`config.mk`:
```
export PLATFORM = sky130hd
export DESIGN_NAME = fp_mul_pipe
export DESIGN_NICKNAME = d
export VERILOG_FILES = /design/src/rtl/fp_mul_pkg.sv /design/src/rtl/fp_mul_round.sv /design/src/rtl/fp_mul_pipe.sv
export SDC_FILE = /design/constraint.sdc
export NUM_CORES = 2
export LEC_CHECK = 0
export ABC_AREA = 1
export BUFFER_PORTS_ARGS = -buffer_cell sky130_fd_sc_hd__clkbuf_2
export CAP_MARGIN = 20
export CORE_MARGIN = 5
export CORE_UTILIZATION = 55
export CTS_BUF_LIST = sky130_fd_sc_hd__clkbuf_4 sky130_fd_sc_hd__clkbuf_8
export CTS_CLUSTER_SIZE = 10
export DETAILED_ROUTE_END_ITERATION = 8
export GPL_TIMING_DRIVEN = 0
export MAX_ROUTING_LAYER = met4
export PLACE_DENSITY_LB_ADDON = 0.2
export SLEW_MARGIN = 25
export SYNTH_ARGS = -nofsm -noshare
export SYNTH_HDL_FRONTEND = slang
export SYNTH_SLANG_ARGS = --single-unit
```
`constraint.sdc`:
```
create_clock -name clk -period 18.4 [get_ports clk]
set_clock_uncertainty 0.1 [all_clocks]
set_input_delay 3.68 -clock clk [delete_from_list [all_inputs] [get_ports clk]]
set_output_delay 3.68 -clock clk [all_outputs]
set_load 0.02 [all_outputs]
```
`src/rtl/fp_mul_pkg.sv`:
```
// fp_mul_pkg: shared types, flag bit positions and format helpers for the
// pipelined floating-point multiplier. Format widths are supplied by the
// caller so one package serves every EXP_W/MAN_W instance.
package fp_mul_pkg;

    // Operand classification after subnormal flushing
    typedef enum logic [1:0] {
        ZERO = 2'd0,
        NORM = 2'd1,
        INF  = 2'd2,
        NAN  = 2'd3
    } fp_class_e;

    // Bit positions inside the 4-bit {NV, OF, UF, NX} flag word
    localparam int FLAG_NX = 0;
    localparam int FLAG_UF = 1;
    localparam int FLAG_OF = 2;
    localparam int FLAG_NV = 3;
    localparam int FLAGS_W = 4;

    // Widest word the helpers can build; callers slice the low W bits
    localparam int MAX_W = 128;

    // Exponent bias 2^(exp_w-1)-1
    function automatic int fp_bias(input int exp_w);
        return (32'sd1 << (exp_w - 1)) - 32'sd1;
    endfunction

    // Canonical quiet NaN: sign 0, exponent all ones, only mantissa MSB set
    function automatic logic [MAX_W-1:0] fp_canon_nan(input int exp_w, input int man_w);
        logic [MAX_W-1:0] r;
        for (int i = 0; i < MAX_W; i++) begin
            r[i] = (i >= man_w) && (i < man_w + exp_w);
        end
        r[man_w-1] = 1'b1;
        return r;
    endfunction

endpackage

```
`src/rtl/fp_mul_round.sv`:
```
// fp_mul_round: final-stage normalise, round, overflow/underflow and pack for
// the NORM x NORM path of fp_mul_pipe. Purely combinational.
// Build option: FP_MUL_RNE_EN selects round-to-nearest-even; when undefined
// the fraction is truncated (round toward zero). NX is reported either way.
module fp_mul_round
    import fp_mul_pkg::*;
#(
    parameter int EXP_W = 8,
    parameter int MAN_W = 23
) (
    input  logic [2*MAN_W+1:0]        prod_i,
    input  logic signed [EXP_W+1:0]   exp_i,
    input  logic                      sign_i,
    output logic [EXP_W+MAN_W:0]      data_o,
    output logic [FLAGS_W-1:0]        flags_o
);
    localparam int EW = EXP_W + 2;
    localparam int PW = 2 * MAN_W + 2;
    localparam logic signed [EW-1:0] EMAX   = {2'b00, {EXP_W{1'b1}}};
    localparam logic signed [EW-1:0] E_NONE = {EW{1'b0}};

    logic                  msb_s;
    logic [MAN_W-1:0]      frac_s;
    logic                  guard_s;
    logic                  sticky_s;
    logic                  inc_s;
    logic [MAN_W:0]        frac_inc_s;
    logic signed [EW-1:0]  e_norm_s;
    logic signed [EW-1:0]  e_fin_s;
    logic                  nx_s;

    // Normalise the product, round it and range-check the final exponent
    always_comb begin
        data_o  = {(EXP_W+MAN_W+1){1'b0}};
        flags_o = {FLAGS_W{1'b0}};
        msb_s   = prod_i[PW-1];
        // Product in [2,4): drop one more bit so the hidden one sits at the top
        if (msb_s) begin
            frac_s   = prod_i[PW-2 -: MAN_W];
            guard_s  = prod_i[MAN_W];
            sticky_s = |prod_i[MAN_W-1:0];
        end else begin
            frac_s   = prod_i[PW-3 -: MAN_W];
            guard_s  = prod_i[MAN_W-1];
            sticky_s = |prod_i[MAN_W-2:0];
        end
        e_norm_s = exp_i + $signed({{(EW-1){1'b0}}, msb_s});
`ifdef FP_MUL_RNE_EN
        inc_s = guard_s & (sticky_s | frac_s[0]);
`else
        inc_s = 1'b0;
`endif
        frac_inc_s = {1'b0, frac_s} + {{MAN_W{1'b0}}, inc_s};
        // A carry out of the fraction means the significand became 10.000:
        // the fraction bits are already zero, only the exponent moves
        e_fin_s = e_norm_s + $signed({{(EW-1){1'b0}}, frac_inc_s[MAN_W]});
        nx_s    = guard_s | sticky_s;
        if (e_fin_s >= EMAX) begin
            data_o            = {sign_i, {EXP_W{1'b1}}, {MAN_W{1'b0}}};
            flags_o[FLAG_OF]  = 1'b1;
            flags_o[FLAG_NX]  = 1'b1;
        end else if (e_fin_s <= E_NONE) begin
            data_o            = {sign_i, {(EXP_W+MAN_W){1'b0}}};
            flags_o[FLAG_UF]  = 1'b1;
            flags_o[FLAG_NX]  = 1'b1;
        end else begin
            data_o            = {sign_i, e_fin_s[EXP_W-1:0], frac_inc_s[MAN_W-1:0]};
            flags_o[FLAG_NX]  = nx_s;
        end
    end

endmodule

```
`src/rtl/fp_mul_pipe.sv`:
```
// fp_mul_pipe: three-stage floating-point multiplier with valid/ready flow
// control. S1 classifies and sums exponents, S2 multiplies significands,
// S3 (fp_mul_round) normalises, rounds and packs. The whole pipe advances
// together whenever the output register can accept a new value.
// Build option: FP_MUL_RNE_EN (round-to-nearest-even, else truncate).
module fp_mul_pipe
    import fp_mul_pkg::*;
#(
    parameter int EXP_W = 8,
    parameter int MAN_W = 23
) (
    input  logic                      clk,
    input  logic                      rst,
    input  logic [EXP_W+MAN_W:0]      a,
    input  logic [EXP_W+MAN_W:0]      b,
    input  logic                      in_valid,
    output logic                      in_ready,
    output logic [EXP_W+MAN_W:0]      out_data,
    output logic [FLAGS_W-1:0]        out_flags,
    output logic                      out_valid,
    input  logic                      out_ready
);
    localparam int W  = 1 + EXP_W + MAN_W;
    localparam int EW = EXP_W + 2;
    localparam int PW = 2 * MAN_W + 2;
    localparam logic [MAX_W-1:0]     QNAN_WIDE = fp_canon_nan(EXP_W, MAN_W);
    localparam logic [W-1:0]         QNAN      = QNAN_WIDE[W-1:0];
    localparam logic signed [EW-1:0] BIAS_E    = EW'(fp_bias(EXP_W));

    // Subnormals classify as ZERO (flushed); sign is handled by the caller
    function automatic fp_class_e classify(input logic [W-1:0] x);
        logic [EXP_W-1:0] e;
        logic [MAN_W-1:0] m;
        fp_class_e        c;
        e = x[W-2 -: EXP_W];
        m = x[MAN_W-1:0];
        if (e == {EXP_W{1'b0}}) begin
            c = ZERO;
        end else if (e == {EXP_W{1'b1}}) begin
            c = (m == {MAN_W{1'b0}}) ? INF : NAN;
        end else begin
            c = NORM;
        end
        return c;
    endfunction

    logic en_s;
    fp_class_e cls_a_s, cls_b_s;

    // Stage 1 next-state
    logic                  sign_d, spec_d;
    logic [W-1:0]          sdata_d;
    logic [FLAGS_W-1:0]    sflags_d;
    logic signed [EW-1:0]  esum_d;
    logic [MAN_W:0]        ma_d, mb_d;
    // Stage 1 registers
    logic                  v1_q, sign1_q, spec1_q;
    logic [W-1:0]          sdata1_q;
    logic [FLAGS_W-1:0]    sflags1_q;
    logic signed [EW-1:0]  e1_q;
    logic [MAN_W:0]        ma1_q, mb1_q;
    // Stage 2
    logic [PW-1:0]         prod_d;
    logic                  v2_q, sign2_q, spec2_q;
    logic [W-1:0]          sdata2_q;
    logic [FLAGS_W-1:0]    sflags2_q;
    logic signed [EW-1:0]  e2_q;
    logic [PW-1:0]         prod2_q;
    // Stage 3 / outputs
    logic [W-1:0]          rnd_data_s, out_data_d, out_data_q;
    logic [FLAGS_W-1:0]    rnd_flags_s, out_flags_d, out_flags_q;
    logic                  out_valid_q;

    assign en_s      = !out_valid_q || out_ready;
    assign in_ready  = en_s;
    assign out_data  = out_data_q;
    assign out_flags = out_flags_q;
    assign out_valid = out_valid_q;

    // S1: classify operands, resolve special results, sum biased exponents
    always_comb begin
        cls_a_s  = classify(a);
        cls_b_s  = classify(b);
        sign_d   = a[W-1] ^ b[W-1];
        spec_d   = 1'b1;
        sdata_d  = {W{1'b0}};
        sflags_d = {FLAGS_W{1'b0}};
        esum_d   = $signed({2'b00, a[W-2 -: EXP_W]}) + $signed({2'b00, b[W-2 -: EXP_W]}) - BIAS_E;
        ma_d     = {1'b1, a[MAN_W-1:0]};
        mb_d     = {1'b1, b[MAN_W-1:0]};
        if ((cls_a_s == NAN) || (cls_b_s == NAN) ||
            ((cls_a_s == INF) && (cls_b_s == ZERO)) ||
            ((cls_a_s == ZERO) && (cls_b_s == INF))) begin
            sdata_d           = QNAN;
            sflags_d[FLAG_NV] = 1'b1;
        end else if ((cls_a_s == INF) || (cls_b_s == INF)) begin
            sdata_d = {sign_d, {EXP_W{1'b1}}, {MAN_W{1'b0}}};
        end else if ((cls_a_s == ZERO) || (cls_b_s == ZERO)) begin
            sdata_d = {sign_d, {(W-1){1'b0}}};
        end else begin
            spec_d = 1'b0;
        end
    end

    // S2: full significand product
    always_comb begin
        prod_d = {{(MAN_W+1){1'b0}}, ma1_q} * {{(MAN_W+1){1'b0}}, mb1_q};
    end

    fp_mul_round #(
        .EXP_W (EXP_W),
        .MAN_W (MAN_W)
    ) u_round (
        .prod_i  (prod2_q),
        .exp_i   (e2_q),
        .sign_i  (sign2_q),
        .data_o  (rnd_data_s),
        .flags_o (rnd_flags_s)
    );

    // S3: special results bypass the rounder
    always_comb begin
        out_data_d  = rnd_data_s;
        out_flags_d = rnd_flags_s;
        if (spec2_q) begin
            out_data_d  = sdata2_q;
            out_flags_d = sflags2_q;
        end else begin
            out_data_d  = rnd_data_s;
            out_flags_d = rnd_flags_s;
        end
    end

    // Pipeline registers: reset flushes everything, otherwise advance on en
    always_ff @(posedge clk) begin
        if (rst) begin
            v1_q        <= 1'b0;
            sign1_q     <= 1'b0;
            spec1_q     <= 1'b0;
            sdata1_q    <= {W{1'b0}};
            sflags1_q   <= {FLAGS_W{1'b0}};
            e1_q        <= {EW{1'b0}};
            ma1_q       <= {(MAN_W+1){1'b0}};
            mb1_q       <= {(MAN_W+1){1'b0}};
            v2_q        <= 1'b0;
            sign2_q     <= 1'b0;
            spec2_q     <= 1'b0;
            sdata2_q    <= {W{1'b0}};
            sflags2_q   <= {FLAGS_W{1'b0}};
            e2_q        <= {EW{1'b0}};
            prod2_q     <= {PW{1'b0}};
            out_valid_q <= 1'b0;
            out_data_q  <= {W{1'b0}};
            out_flags_q <= {FLAGS_W{1'b0}};
        end else if (en_s) begin
            v1_q        <= in_valid;
            sign1_q     <= sign_d;
            spec1_q     <= spec_d;
            sdata1_q    <= sdata_d;
            sflags1_q   <= sflags_d;
            e1_q        <= esum_d;
            ma1_q       <= ma_d;
            mb1_q       <= mb_d;
            v2_q        <= v1_q;
            sign2_q     <= sign1_q;
            spec2_q     <= spec1_q;
            sdata2_q    <= sdata1_q;
            sflags2_q   <= sflags1_q;
            e2_q        <= e1_q;
            prod2_q     <= prod_d;
            out_valid_q <= v2_q;
            out_data_q  <= out_data_d;
            out_flags_q <= out_flags_d;
        end
    end

endmodule

```
==> results by group <==
Logic synthesis
  • Mean instance size in the synthesized netlist: 7.073 µm²
  • Number of standard cells after synthesis: 3992
  • Share of the yosys chip area belonging to registers: 11.63%
  • Top post-synthesis cells by area: sky130_fd_sc_hd__fa_1, sky130_fd_sc_hd__inv_1, sky130_fd_sc_hd__nand2_1
  • Post-synth top cells: sky130_fd_sc_hd__inv_1, sky130_fd_sc_hd__nand2_1, sky130_fd_sc_hd__fa_1, sky130_fd_sc_hd__nor2_1, sky130_fd_sc_hd__ha_1
  • Leading cell type by number of instances after synthesis: sky130_fd_sc_hd__inv_1
  • Yosys synthesis warning count: 0
  • Post-synth EDFFs: 0
  • Library cell with the largest summed area after synthesis: sky130_fd_sc_hd__fa_1
  • Area share of the largest cell type after synthesis: 34.24%
  • Nets in the synthesized netlist: 4734
  • Synth Flop Type: sky130_fd_sc_hd__dfxtp_1
  • Distinct cells, synth: 43
  • Synthesis-stage register bit count: 164
  • Share of synthesized flip-flops with an asynchronous set or reset: 0%
  • Post-Syn Area: 28240 µm²

STA
  • Final Cycle Share: 50.79%
  • Slew margin rel.: 33.86%
  • Number of failing hold endpoints at the final stage: 0
  • Total negative setup slack: 0 ns
  • Count of final max-slew check failures: 0
  • Total of endpoints with negative setup slack in the final report: 0
  • Maximum frequency from static timing analysis: 0.1070 GHz
  • Worst slew pin tran: 0.9921 ns
  • Setup repair after global routing missed its margin: false
  • Clock period minus worst slack: 9.345 ns

GRT
  • GR peak layer: met2
  • First-pass GRT wire length: 138500 µm
  • Met3 track utilization from global routing: 6.487%
  • Routing usage on met2: 50.97%
  • Global-route usage over all layers: 32.95%
  • Met1 track demand over resource: 42.02%
  • Pin count of the biggest net entering global routing: 17
  • Number of global-route vias before repair: 24460
  • Antenna violations before repair: 1
  • Overall overflow remaining after global route: 0

Drt
  • Detailed-route via count: 24650
  • Violation count after the first detailed-route iteration: 1938
  • Total Routed Length: 89240 µm
  • Average routed wire per standard cell: 18.55 µm
  • Final routed DRC violation total: 0
  • 1st-pass router iterations: 6
  • Via density per instance: 5.125
  • Routed Antenna Nets: 0

Floorplan
  • Die height: 236.6 µm
  • I/O pin cnt: 106
  • Area of the die: 55970 µm²
  • Placement Rows: 83
  • Core area: 51090 µm²
  • Die span in x: 236.6 µm
  • Initial core utilization: 55.26%

Power and ir drop
  • Areal power density over the cells: 99.24 nW/µm²
  • Overall power: 2.980 mW
  • Worst voltage drop across the vdd grid: 87.47 µV
  • Reported leakage power: 17.83 nW

Clock network
  • Buffer levels on the longest clock path: 2
  • Clock transition at path regs: 0.09 ns
  • Setup fix buffers added after clock tree synthesis: 0
  • Total of cells resized after clock tree synthesis: 0
  • Clock network latency to the later pin of the worst-skew pair: 0.51 ns
  • CTS tree: done
  • Inserted Clock Buffers: 17
  • CTS H-tree lvls: 4
  • Hold bufs inserted after CTS: 0
  • Buffer type at the clock tree root: sky130_fd_sc_hd__clkbuf_8
  • Sinks on Clock Net: 164

Placement
  • Final RePlAce weighted congestion: 1.047
  • Placement Cell Area: 29610 µm²
  • Placed wire-length estimate: 75640 µm
  • Count of input and output buffers: 105

Job
  • Max-cap viol count: 0

Critical path
  • CP Capture Type: primary output
  • Critical path data required time: 14.62 ns
  • Number of cells on the worst reg-to-reg path: 27
  • CP max FO: 10
  • Arr. time, crit path: 5.57 ns
  • CP startpoint kind: primary input
  • Worst Setup Path Type: in2out

Hold path
  • Hold Path Depth: 2
  • Class of the worst hold path: reg2reg

Layout
  • Final layout net count: 4858
  • Post-layout instance area: 30030 µm²
  • Share of post-route cells with drive strength above 1: 5.086%
  • Post-synthesis to final-layout area growth: 6.345%

Run status
  • Status: finished clean
==> kinds of logic after synthesis <==
kind of cell	Yosys count	share of synthesized area, %
flip-flops	164	11.63
buffers and inverters	1375	18.45
AND/OR/NAND/NOR	1463	20.71
multiplexers	1	0.03988
XOR/XNOR	23	0.7134
AO/OA/AOI/OAI	292	5.756
adder cells (fa/ha/maj)	674	42.71
==> final cells by class <==
type,instances,area (µm²)
inverters,1175,4410
well taps,680,850.8
diodes,1,2.502
repair buffers,105,525.5
clock buffers,20,275.3
flip-flops and latches,164,3283
clock inverters,12,137.6
fillers,4990,21070
multi-input cells,2453,19740
plain buffers,200,799.5
==> per-stage QoR <==
stage,std cells,hold slack [ns],util (%),setup slack [ns]
floorplan,3992,0.3295,-,9.958
global placement,4777,0.3428,57.96,9.105
detailed placement,4777,0.3465,57.96,9.096
CTS,4809,0.3611,58.77,9.090
global route,4810,0.3894,58.77,8.983
finish,4810,0.3597,58.77,9.055
==> registers in the layout, summed over array words and instances (netlist names) <==
signal,flops
spec2_q,1
out_valid,1
e2_q,10
v1_q,1
sdata2_q,3
mb1_q,23
sdata1_q,3
e1_q,10
out_flags,4
v2_q,1
sign1_q,1
prod2_q,48
spec1_q,1
sign2_q,1
ma1_q,24
out_data,32
==> report_power, final <==
part,total [mW],switching (mW),internal (mW)
registers,0.447,0.0290,0.418
clock network,0.281,0.158,0.123
logic,2.25,1.50,0.757
total,2.98,1.68,1.30
==> placed cells by master, fill, tap and decap left out, drive strengths merged <==
master | synthesis | final
nor3 | 15 | 15
and2 | 3 | 3
ha | 191 | 191
nand4 | 19 | 19
nand3b | 3 | 3
nand2 | 1096 | 1096
mux2 | 1 | 1
a211o | 1 | 1
xor2 | 18 | 18
inv | 1175 | 1181
a211oi | 1 | 1
a22oi | 1 | 1
xnor2 | 5 | 5
or2 | 4 | 4
fa | 483 | 483
o21ai | 130 | 130
a21boi | 1 | 1
a31oi | 1 | 1
clkinv | 0 | 2
diode | 0 | 1
a221oi | 2 | 2
o221ai | 1 | 1
nand3 | 110 | 110
o21bai | 11 | 11
buf | 26 | 26
clkbuf | 174 | 299
dfxtp | 164 | 164
a21o | 7 | 7
a21oi | 128 | 128
nor2 | 213 | 213
clkinvlp | 0 | 3
o211ai | 8 | 8
bufinv | 0 | 1
==> critical path, cell delays in order <==
cell and delay, ns:
sky130_fd_sc_hd__clkbuf_2 0.07, sky130_fd_sc_hd__nor2_1 0.06, sky130_fd_sc_hd__buf_2 0.20, sky130_fd_sc_hd__inv_1 0.09
sky130_fd_sc_hd__buf_2 0.27, sky130_fd_sc_hd__buf_2 0.33, sky130_fd_sc_hd__clkbuf_1 0.56, sky130_fd_sc_hd__clkbuf_2 0.29
==> worst paths after layout <==
path,from,to,slack (ns)
worst min-delay path,prod2_q[4],prod2_q[4],0.36
worst max-delay path,out_ready,in_ready,9.05
worst max register to register,ma1_q[10],prod2_q[44],10.64
worst min register to register,prod2_q[4],prod2_q[4],0.36
==> routing by layer <==
metal	vias up	routed length, µm
met5	-	0
met4	0	5262
met3	258	8171
met2	1097	40490
met1	11710	35320
li1	11590	-
Note: power is estimated with default switching activity, not from simulation.
